### config.mk
export PLATFORM = sky130hd
export DESIGN_NAME = serial_paralelo_phy_rx_flat
export DESIGN_NICKNAME = d
export VERILOG_FILES = /design/src/rtl/phy_pkg.sv /design/src/rtl/serial_paralelo_phy_rx_if.sv /design/src/rtl/phy_rx_comma_detect.sv /design/src/rtl/serial_paralelo_phy_rx.sv /design/src/flat_wrapper.sv
export SDC_FILE = /design/constraint.sdc
export NUM_CORES = 1
export LEC_CHECK = 0
export ABC_AREA = 1
export ABC_CLOCK_PERIOD_IN_PS = 1500
export CAP_MARGIN = 0
export CORE_MARGIN = 4
export CORE_UTILIZATION = 50
export CTS_BUF_LIST = sky130_fd_sc_hd__clkbuf_8
export DETAILED_ROUTE_END_ITERATION = 10
export GPL_TIMING_DRIVEN = 0
export PLACE_DENSITY = 0.7
export SKIP_CTS_REPAIR_TIMING = 1
export SYNTH_ARGS = -nofsm -noshare
export SYNTH_HDL_FRONTEND = slang
export SYNTH_SLANG_ARGS = --single-unit
### constraint.sdc
create_clock -name clk -period 1.5 [get_ports clk]
set_input_delay 0.225 -clock clk [delete_from_list [all_inputs] [get_ports clk]]
set_output_delay 0.225 -clock clk [all_outputs]
set_load 0.01 [all_outputs]
### src/rtl/phy_pkg.sv
// Shared PHY definitions used by both the TX serializer and the RX deserializer.
//   COMMA_BC        : idle/alignment comma symbol
//   phy_rx_state_e  : receive alignment FSM states
package phy_pkg;

  localparam logic [7:0] COMMA_BC = 8'hBC;

  typedef enum logic [1:0] {
    SEARCH = 2'd0,
    COUNT  = 2'd1,
    ACTIVE = 2'd2
  } phy_rx_state_e;

endpackage

### src/rtl/serial_paralelo_phy_rx_if.sv
// Bus bundle between a serial source/parallel sink and the RX deserializer.
// Optional macro: PHY_RX_BC_CNT_EN adds the bc_cnt_o comma counter signal.
//   inputS   : serial bit stream, MSB of each byte first
//   outputP  : recovered data byte
//   validOut : outputP holds a data (non-comma) byte
//   active   : link aligned and delivering data
//   bc_cnt_o : saturating count of received commas (optional)
// Modports: master = stream source / byte consumer, slave = deserializer.
interface serial_paralelo_phy_rx_if;
  logic       inputS;
  logic [7:0] outputP;
  logic       validOut;
  logic       active;
`ifdef PHY_RX_BC_CNT_EN
  logic [7:0] bc_cnt_o;
`endif

  modport master (
    output inputS,
    input  outputP,
    input  validOut,
`ifdef PHY_RX_BC_CNT_EN
    input  bc_cnt_o,
`endif
    input  active
  );

  modport slave (
    input  inputS,
    output outputP,
    output validOut,
`ifdef PHY_RX_BC_CNT_EN
    output bc_cnt_o,
`endif
    output active
  );
endinterface

### src/rtl/phy_rx_comma_detect.sv
// Serial shift register and comma compare for the RX deserializer.
//   clk     : bit clock
//   reset   : synchronous, active-low
//   i_bit   : incoming serial bit
//   o_cand  : byte completed by the current bit, {history, i_bit}
//   o_is_bc : o_cand equals the comma symbol
module phy_rx_comma_detect
  import phy_pkg::*;
(
  input  logic       clk,
  input  logic       reset,
  input  logic       i_bit,
  output logic [7:0] o_cand,
  output logic       o_is_bc
);

  // Only the seven most recent bits are kept: the oldest bit of an 8-bit
  // history would fall out of every candidate window and is never looked at.
  logic [6:0] r_sr;

  always_ff @(posedge clk) begin
    if (!reset) r_sr <= '0;
    else        r_sr <= o_cand[6:0];
  end

  assign o_cand  = {r_sr, i_bit};
  assign o_is_bc = (o_cand == COMMA_BC);

endmodule

### src/rtl/serial_paralelo_phy_rx.sv
// Receive-side PHY deserializer. Finds byte alignment on the 8'hBC comma,
// declares the link ACTIVE after BC_COUNT aligned commas, then presents each
// non-comma byte on outputP with validOut. Commas are idles, never data.
// Optional macro: PHY_RX_BC_CNT_EN adds the saturating bc_cnt_o comma counter.
// Ports:
//   clk   : bit clock, one serial bit per rising edge
//   reset : synchronous, active-low; clears all state and outputs
//   bus   : serial_paralelo_phy_rx_if.slave (inputS, outputP, validOut,
//           active, bc_cnt_o when enabled)
// Parameter: BC_COUNT (1..15) aligned commas needed to enter ACTIVE.
module serial_paralelo_phy_rx
  import phy_pkg::*;
#(
  parameter int BC_COUNT = 4
) (
  input  logic                          clk,
  input  logic                          reset,
  serial_paralelo_phy_rx_if.slave       bus
);

  localparam logic [3:0] BC_TARGET = 4'(BC_COUNT);

  logic [7:0]    w_cand;
  logic          w_is_bc;
  logic          w_byte_done;

  phy_rx_state_e r_state, w_state_nxt;
  logic [2:0]    r_bit_cnt, w_bit_cnt_nxt;
  logic [3:0]    r_bc_run, w_bc_run_nxt;
  logic [7:0]    r_out, w_out_nxt;
  logic          r_vld, w_vld_nxt;
  logic          r_act, w_act_nxt;

  phy_rx_comma_detect u_comma_detect (
    .clk     (clk),
    .reset   (reset),
    .i_bit   (bus.inputS),
    .o_cand  (w_cand),
    .o_is_bc (w_is_bc)
  );

  assign w_byte_done = (r_bit_cnt == 3'd7);

  always_ff @(posedge clk) begin
    if (!reset) begin
      r_state   <= SEARCH;
      r_bit_cnt <= '0;
      r_bc_run  <= '0;
      r_out     <= 8'h00;
      r_vld     <= 1'b0;
      r_act     <= 1'b0;
    end else begin
      r_state   <= w_state_nxt;
      r_bit_cnt <= w_bit_cnt_nxt;
      r_bc_run  <= w_bc_run_nxt;
      r_out     <= w_out_nxt;
      r_vld     <= w_vld_nxt;
      r_act     <= w_act_nxt;
    end
  end

  always_comb begin
    w_state_nxt   = r_state;
    w_bit_cnt_nxt = r_bit_cnt + 3'd1;
    w_bc_run_nxt  = r_bc_run;
    w_out_nxt     = r_out;
    w_vld_nxt     = r_vld;

    unique case (r_state)
      SEARCH: begin
        // Unaligned: any bit position may end a comma. A hit fixes the byte
        // boundary, so the next bit is bit 0 of a new byte.
        if (w_is_bc) begin
          w_bit_cnt_nxt = 3'd0;
          w_bc_run_nxt  = 4'd1;
          w_state_nxt   = (BC_TARGET == 4'd1) ? ACTIVE : COUNT;
        end
      end
      COUNT: begin
        if (w_byte_done) begin
          if (w_is_bc) begin
            w_bc_run_nxt = r_bc_run + 4'd1;
            if (r_bc_run + 4'd1 == BC_TARGET) w_state_nxt = ACTIVE;
          end else begin
            w_bc_run_nxt = 4'd0;
            w_state_nxt  = SEARCH;
          end
        end
      end
      ACTIVE: begin
        if (w_byte_done) begin
          if (w_is_bc) begin
            w_vld_nxt = 1'b0;
          end else begin
            w_out_nxt = w_cand;
            w_vld_nxt = 1'b1;
          end
        end
      end
      default: w_state_nxt = SEARCH;
    endcase

    w_act_nxt = (w_state_nxt == ACTIVE);
  end

  assign bus.outputP  = r_out;
  assign bus.validOut = r_vld;
  assign bus.active   = r_act;

`ifdef PHY_RX_BC_CNT_EN
  logic [7:0] r_bc_cnt;
  logic       w_bc_hit;

  function automatic logic [7:0] sat_inc8(input logic [7:0] v);
    return (v == 8'hFF) ? v : v + 8'd1;
  endfunction

  // Every comma counts: any bit position while searching, byte boundaries
  // once aligned.
  assign w_bc_hit = (r_state == SEARCH) ? w_is_bc : (w_byte_done && w_is_bc);

  always_ff @(posedge clk) begin
    if (!reset)        r_bc_cnt <= 8'h00;
    else if (w_bc_hit) r_bc_cnt <= sat_inc8(r_bc_cnt);
  end

  assign bus.bc_cnt_o = r_bc_cnt;
`endif

endmodule
### src/flat_wrapper.sv
// flat-port wrapper written by rule: the top's interface ports become plain ports
module serial_paralelo_phy_rx_flat import phy_pkg::*;
#(
  parameter int BC_COUNT = 4
)
  (clk, reset, bus_inputS, bus_outputP, bus_validOut, bus_active);
  serial_paralelo_phy_rx_if bus_i ();
  input  logic clk;
  input  logic reset;
  input wire logic [$bits(bus_i.inputS)-1:0] bus_inputS;
  output wire logic [$bits(bus_i.outputP)-1:0] bus_outputP;
  output wire logic [$bits(bus_i.validOut)-1:0] bus_validOut;
  output wire logic [$bits(bus_i.active)-1:0] bus_active;
  assign bus_i.inputS = bus_inputS;
  assign bus_outputP = bus_i.outputP;
  assign bus_validOut = bus_i.validOut;
  assign bus_active = bus_i.active;
  serial_paralelo_phy_rx #(.BC_COUNT(BC_COUNT)) u_core (.clk(clk), .reset(reset), .bus(bus_i));
endmodule
==> results of run 1 <==
-- power by group --
part           switching, mW  internal (mW)  total [mW]
Clock                  0.225          0.357       0.582
Combinational         0.0219         0.0133      0.0352
Sequential           0.00493          0.700       0.705
Total                  0.252           1.07        1.32
-- metal layers --
layer,vias up,global-route usage,part of all wire
met5,-,0,0
met4,0,0.0705,0.0086
met3,2,0.0300,0.047
met2,21,0.234,0.45
met1,399,0.212,0.49
li1,468,-,-
-- state kept, by name, indices dropped and copies added, names as in the netlist --
name,cells
u_core.bus.active,1
u_core.bus.outputP,8
u_core.bus.validOut,1
u_core.r_bc_run,4
u_core.r_bit_cnt,3
u_core.r_state,2
u_core.u_comma_detect.r_sr,7
-- final cells by class --
cell class | count | area (um2)
plain buffers | 3 | 18.8
clock buffers | 3 | 41.3
clock inverters | 1 | 30.0
fillers | 175 | 683
inverters | 21 | 78.8
multi-input cells | 88 | 473
flip-flops and latches | 26 | 523
well taps | 27 | 33.8
repair buffers | 13 | 140
-- worst paths after layout --
kind / endpoint / slack [ns]
setup / recovery: bus_outputP[2] / 0.12
setup reg to reg: u_core.bus.validOut / 0.15
hold / removal: u_core.r_bit_cnt[0] / 0.44
hold reg to reg: u_core.r_bit_cnt[0] / 0.44
-- cell usage after synthesis (all sizes together) --
master | instances | area (um2)
clkbuf | 2 | 7.51
o21ai | 6 | 33.8
inv | 21 | 78.8
nand3 | 14 | 70.1
nor2 | 14 | 90.1
ha | 4 | 50.1
nand4 | 2 | 12.5
dfxtp | 26 | 521
buf | 1 | 11.3
nand2 | 33 | 136
nor3 | 1 | 5.00
a21boi | 1 | 7.51
a21oi | 13 | 65.1
-- worst register-to-register path, delay by kind of cell (launching register included) --
kind,cells,cell delay [ns]
AND/OR/NAND/NOR,2,0.10
adder cells (fa/ha/maj),2,0.41
buffers and inverters,3,0.32
flip-flops,1,0.33
AO/OA/AOI/OAI,1,0.13
-- through the flow --
stage          hold slack [ns]  instances  setup slack (ns)
2_1_floorplan            0.332        138             0.269
3_3_place_gp             0.411        177           -0.0226
3_5_place_dp             0.434        177           -0.0553
4_1_cts                  0.449        181            0.0467
5_1_grt                  0.477        182           -0.0140
6_report                 0.445        182             0.123
-- cell usage in the layout (no fill, tap or decap), drive strengths merged --
master         netlist  routed
ha                   4       4
nor3                 1       1
a21boi               1       1
bufinv               0       1
inv                 21      21
nand3               14      14
buf                  1       2
nor2                14      14
nand4                2       2
o21ai                6       6
a21oi               13      13
clkbuf               2       5
clkdlybuf4s50        0      12
dfxtp               26      26
nand2               33      33
-- logic make-up after synthesis --
| kind of cell | after synthesis | synth area share |
|---|---|---|
| simple gates | 64 | 0.289 |
| flops | 26 | 0.478 |
| buf+inv | 24 | 0.0897 |
| compound gates | 20 | 0.0977 |
| fa+ha+maj | 4 | 0.0460 |
==> key figures, run 1 <==
Run status
  – Status: finished, final reports clean

Worst hold path
  – Hold Startpoint: u_core.r_bit_cnt[0]
  – HP Class: flip-flop to flip-flop
  – Hold depth: 1

Power
  – Peak supply drop: 0.817 mV
  – Final Power: 1.32 mW
  – PwrDens: 988 mW/mm2
  – LEAKAGE: 0.550 nW

Global routing
  – Vias in the first global route: 807
  – Largest net degree at the start of global routing: 16
  – First-pass GRT wire length: 3.39 mm
  – Remaining Overflow, GRT: 0
  – Overall Global Routing Usage: 0.156
  – Initial antenna violation count: 0

Drt
  – Antenna-violating nets left: 0
  – Detailed router's first-iteration violation count: 24
  – DR pass1 iterations: 4
  – Via count: 890
  – Routed WL per cell: roughly 11 um
  – Post-Route WL: 1.98 mm
  – DR DRC count: 0
  – Drt via density: 4.89

Setup path
  – Worst reg2reg path depth: 8
  – CP peak stage delay: 0.54 ns
  – WP data arrival: 1.15 ns
  – CP Class: flip-flop to output port
  – WP depth: 1
  – Worst r2r src: u_core.r_bit_cnt[0]
  – WP data required: 1.27 ns
  – CP startpoint: u_core.bus.outputP[2]
  – Buf/Inv on CP: 1
  – Crit. End Element: output port
  – Critical path, cell by cell: clkdlybuf4s50_1
  – CP top delay family: buffers and inverters
  – Setup crit start kind: flip-flop
  – Worst-path maximum fanout: 2
  – Slowest-stage cell, CP: clkdlybuf4s50_1

Yosys
  – Count of cell types in the netlist: 20
  – Avg Cell Area, Syn: approximately 7.9 um2
  – Seq/Total Area, Yosys: 0.478
  – Post-synthesis register bit count: 26
  – Post-Syn Area: roughly 0.0011 mm2
  – Syn nets: 145
  – Yosys warns: 0
  – Post-Syn Instances: 138

Clock network
  – CTS clk-pin slew, worst paths: 0.09 ns
  – Clk_lat worst skew: 0.27 ns
  – Clk sinks: 26
  – CTS tree: done
  – CTS Buf Count: 3
  – Maximum clock path buffer count: 2
  – CTS root buffer: clkbuf_8
  – CTS H-tree lvls: 1

Timing
  – Fin. max-slew vios: 0
  – Max Freq: around 0.73 GHz
  – Final Setup Violations: 0
  – Worst Tran Pin Value: 0.461 ns
  – Skew final: roughly 0.0027 ns
  – TNS Setup: 0 ns
  – Post-layout minimum cycle time: 1.38 ns
  – Max-slew headroom: 0.693
  – Endpoints failing hold: 0
  – Final worst path period share: 0.918

Floorplan
  – Die area: 0.00299 mm2
  – Io pins: 13
  – Die X: 54.7 um
  – Core Footprint: 0.00202 mm2
  – Die Ht: 54.7 um
  – Starting Density: 0.538
  – Row Count: 16

Final layout
  – Cell area after layout: 0.00134 mm2
  – Fin util: 0.662
  – Share of layout cells above drive strength 1: 0.135
  – Area growth, synth to finish: 23.0%
  – Total Nets Final: 163
  – Antenna cells: 0

Placed design
  – Post-DP HPWL: 1.40 mm
  – Gpl congestion: 0.830
  – Port bufs: 12
  – Placed cell area: between 0.001 and 0.0015 mm2

Run
  – # Max-Cap Violations: 0
Note: power is estimated with default switching activity, not from simulation.
==> run 2, diff against run 1 <==
--- a/config.mk
+++ b/config.mk
@@ -9,11 +9,10 @@
 export ABC_CLOCK_PERIOD_IN_PS = 1500
 export CAP_MARGIN = 0
 export CORE_MARGIN = 4
-export CORE_UTILIZATION = 50
-export CTS_BUF_LIST = sky130_fd_sc_hd__clkbuf_8
+export CORE_UTILIZATION = 40
 export DETAILED_ROUTE_END_ITERATION = 10
 export GPL_TIMING_DRIVEN = 0
-export PLACE_DENSITY = 0.7
+export PLACE_DENSITY = 0.57
 export SKIP_CTS_REPAIR_TIMING = 1
 export SYNTH_ARGS = -nofsm -noshare
 export SYNTH_HDL_FRONTEND = slang
==> run 2 against run 1 <==
Against the previous run: critical path depth unchanged; largest cell class unchanged; register-to-register slack about the same; worst hold slack worse by 0.0058 ns; cell count grew 2.2%; via count down 0.22%.
==> key figures, run 2 (synthesis results as in run 1) <==
Floorplan
  – Starting Density: 0.428
  – Die area: 0.00362 mm2
  – Row Count: 18
  – Io pins: 13
  – Die Ht: 60.2 um
  – Die X: roughly 60 um
  – Core Footprint: 0.00254 mm2

Final layout
  – Area growth, synth to finish: 23.4%
  – Cell area after layout: between 0.001 and 0.0015 mm2
  – Most frequent cells in the layout: nand2_1 (29), dfxtp_1 (22), inv_1 (20)
  – Fin util: 0.528
  – Max reg flops: 8
  – Multi-input gate area: between 400 and 500 um2
  – Non-filler cells, final: 186
  – Most common cell after layout, fill and taps aside: nand2_1
  – Sequential Area: about 530 um2
  – Total Nets Final: 164
  – Filler cell count: about 250
  – Share of layout cells above drive strength 1: 0.154
  – Antenna cells: 0

Clock network
  – CTS clk-pin slew, worst paths: 0.15 ns
  – CTS H-tree lvls: 1
  – CTS tree: done
  – CTS Buf Count: 3
  – Clk sinks: 26
  – Clk_lat worst skew: 0.33 ns
  – Maximum clock path buffer count: 2
  – CTS root buffer: clkbuf_4

Timing
  – Max-slew headroom: 0.681
  – Skew final: 0.0164 ns
  – Fin. max-slew vios: 0
  – Final Setup Violations: 0
  – Final setup margin: 0.0523 ns
  – Final worst path period share: 0.965
  – Post-layout minimum cycle time: between 1 and 1.5 ns
  – Endpoints failing hold: 0
  – Max Freq: 0.691 GHz
  – Worst Tran Pin Value: 0.479 ns

Placed design
  – Placed cell area: ~0.0012 mm2
  – Dpl cells: 180
  – Port bufs: 12
  – Post-DP HPWL: 1.42 mm
  – Worst slack, placed: -0.0572 ns
  – Gpl congestion: 0.775

Power
  – Internal Power: around 0.99 mW
  – PwrDens: 908 mW/mm2
  – Sw Share: 0.193
  – Final Power: 1.22 mW
  – LEAKAGE: 0.678 nW
  – Switch Pwr: 0.235 mW
  – Sequential Power Share: 0.579
  – Logic gate share of total power: 0.029
  – Peak supply drop: 0.653 mV
  – Clock power share: 0.392

Worst hold path
  – HP Class: flip-flop to flip-flop
  – Hold Startpoint: u_core.r_bit_cnt[0]

Global routing
  – Initial antenna violation count: 0
  – Overall Global Routing Usage: 0.126
  – First-pass GRT wire length: 3.46 mm
  – Remaining Overflow, GRT: 0
  – Largest net degree at the start of global routing: 16
  – Vias in the first global route: 795

Setup path
  – CP top delay family: buffers and inverters
  – Critical path, cell by cell: clkdlybuf4s50_1
  – WP data required: 1.27 ns
  – Slowest-stage cell, CP: clkdlybuf4s50_1
  – Setup crit start kind: flip-flop
  – CP peak stage delay: 0.53 ns
  – CP Class: flip-flop to output port
  – CP startpoint: u_core.bus.validOut
  – Buf/Inv on CP: 1
  – Crit. End Element: output port
  – WP data arrival: approximately 1.2 ns
  – Worst-path maximum fanout: 2
  – Worst r2r src: u_core.r_bit_cnt[0]

Drt
  – Detailed router's first-iteration violation count: 30
  – Routed WL per cell: about 10 um
  – Drt via density: 4.77
  – Post-Route WL: ~1.9 mm
  – DR pass1 iterations: 5
  – DR DRC count: 0
  – Antenna-violating nets left: 0
  – Via count: ~890

Run status
  – Status: finished, final reports clean

Run
  – # Max-Cap Violations: 0
run 2: cell count changes in the layout (fill, tap and decap cells not counted):
cell and delta:
clkdlybuf4s50_1 -7, clkbuf_8 -3, clkbuf_4 +3, dfxtp_1 -2
buf_4 +2, nand2_4 +1, dfxtp_2 +2, buf_12 -1
dlymetal6s2s_1 +7, nand2_2 -1
run 2: final cells by class:
| type | instances | share of cell area |
|---|---|---|
| Buffer | 3 | 0.0140 |
| Inverter | 21 | 0.0587 |
| Multi-Input combinational cell | 88 | 0.356 |
| Clock inverter | 1 | 0.0223 |
| Sequential cell | 26 | 0.391 |
| Tap cell | 30 | 0.0279 |
| Clock buffer | 3 | 0.0168 |
| Timing Repair Buffer | 14 | 0.114 |
run 2: power by group through the flow:
stage	clock [mW]	sequential (mW)	combinational (mW)
after floorplan	0	0.721	0.0235
after global placement	0	0.721	0.0354
after detailed placement	0	0.722	0.0362
after CTS	0.492	0.707	0.0364
after global routing	0.528	0.708	0.0434
final	0.478	0.706	0.0357
run 2: worst paths after layout:
check	to	slack (ns)	depth (start not counted)
max reg2reg	u_core.bus.validOut	0.16	8
min	u_core.r_bit_cnt[0]	0.44	1
max	bus_validOut	0.05	1
min reg2reg	u_core.r_bit_cnt[0]	0.44	1
run 2: stage by stage:
step / hold slack, ns / TNS [ns]
after detailed placement: 0.428 / -0.139
after CTS: 0.447 / 0
after global routing: 0.456 / -0.00793
after floorplan: 0.332 / 0
final: 0.439 / 0
after global placement: 0.409 / -0.115
run 2: metal layers:
layer / up-vias / share of wire / GRT usage
li1: 471 / - / -
met1: 394 / 0.53 / 0.187
met2: 21 / 0.41 / 0.177
met3: 2 / 0.044 / 0.0238
met4: 0 / 0.011 / 0.0475
met5: - / 0 / 0
==> run 3, diff against run 2 <==
--- a/config.mk
+++ b/config.mk
@@ -10,6 +10,7 @@
 export CAP_MARGIN = 0
 export CORE_MARGIN = 4
 export CORE_UTILIZATION = 40
+export CTS_CLUSTER_DIAMETER = 150
 export DETAILED_ROUTE_END_ITERATION = 10
 export GPL_TIMING_DRIVEN = 0
 export PLACE_DENSITY = 0.57
==> results of run 3 <==
No change in the layout: final DEF, timing and power equal those of run 2.
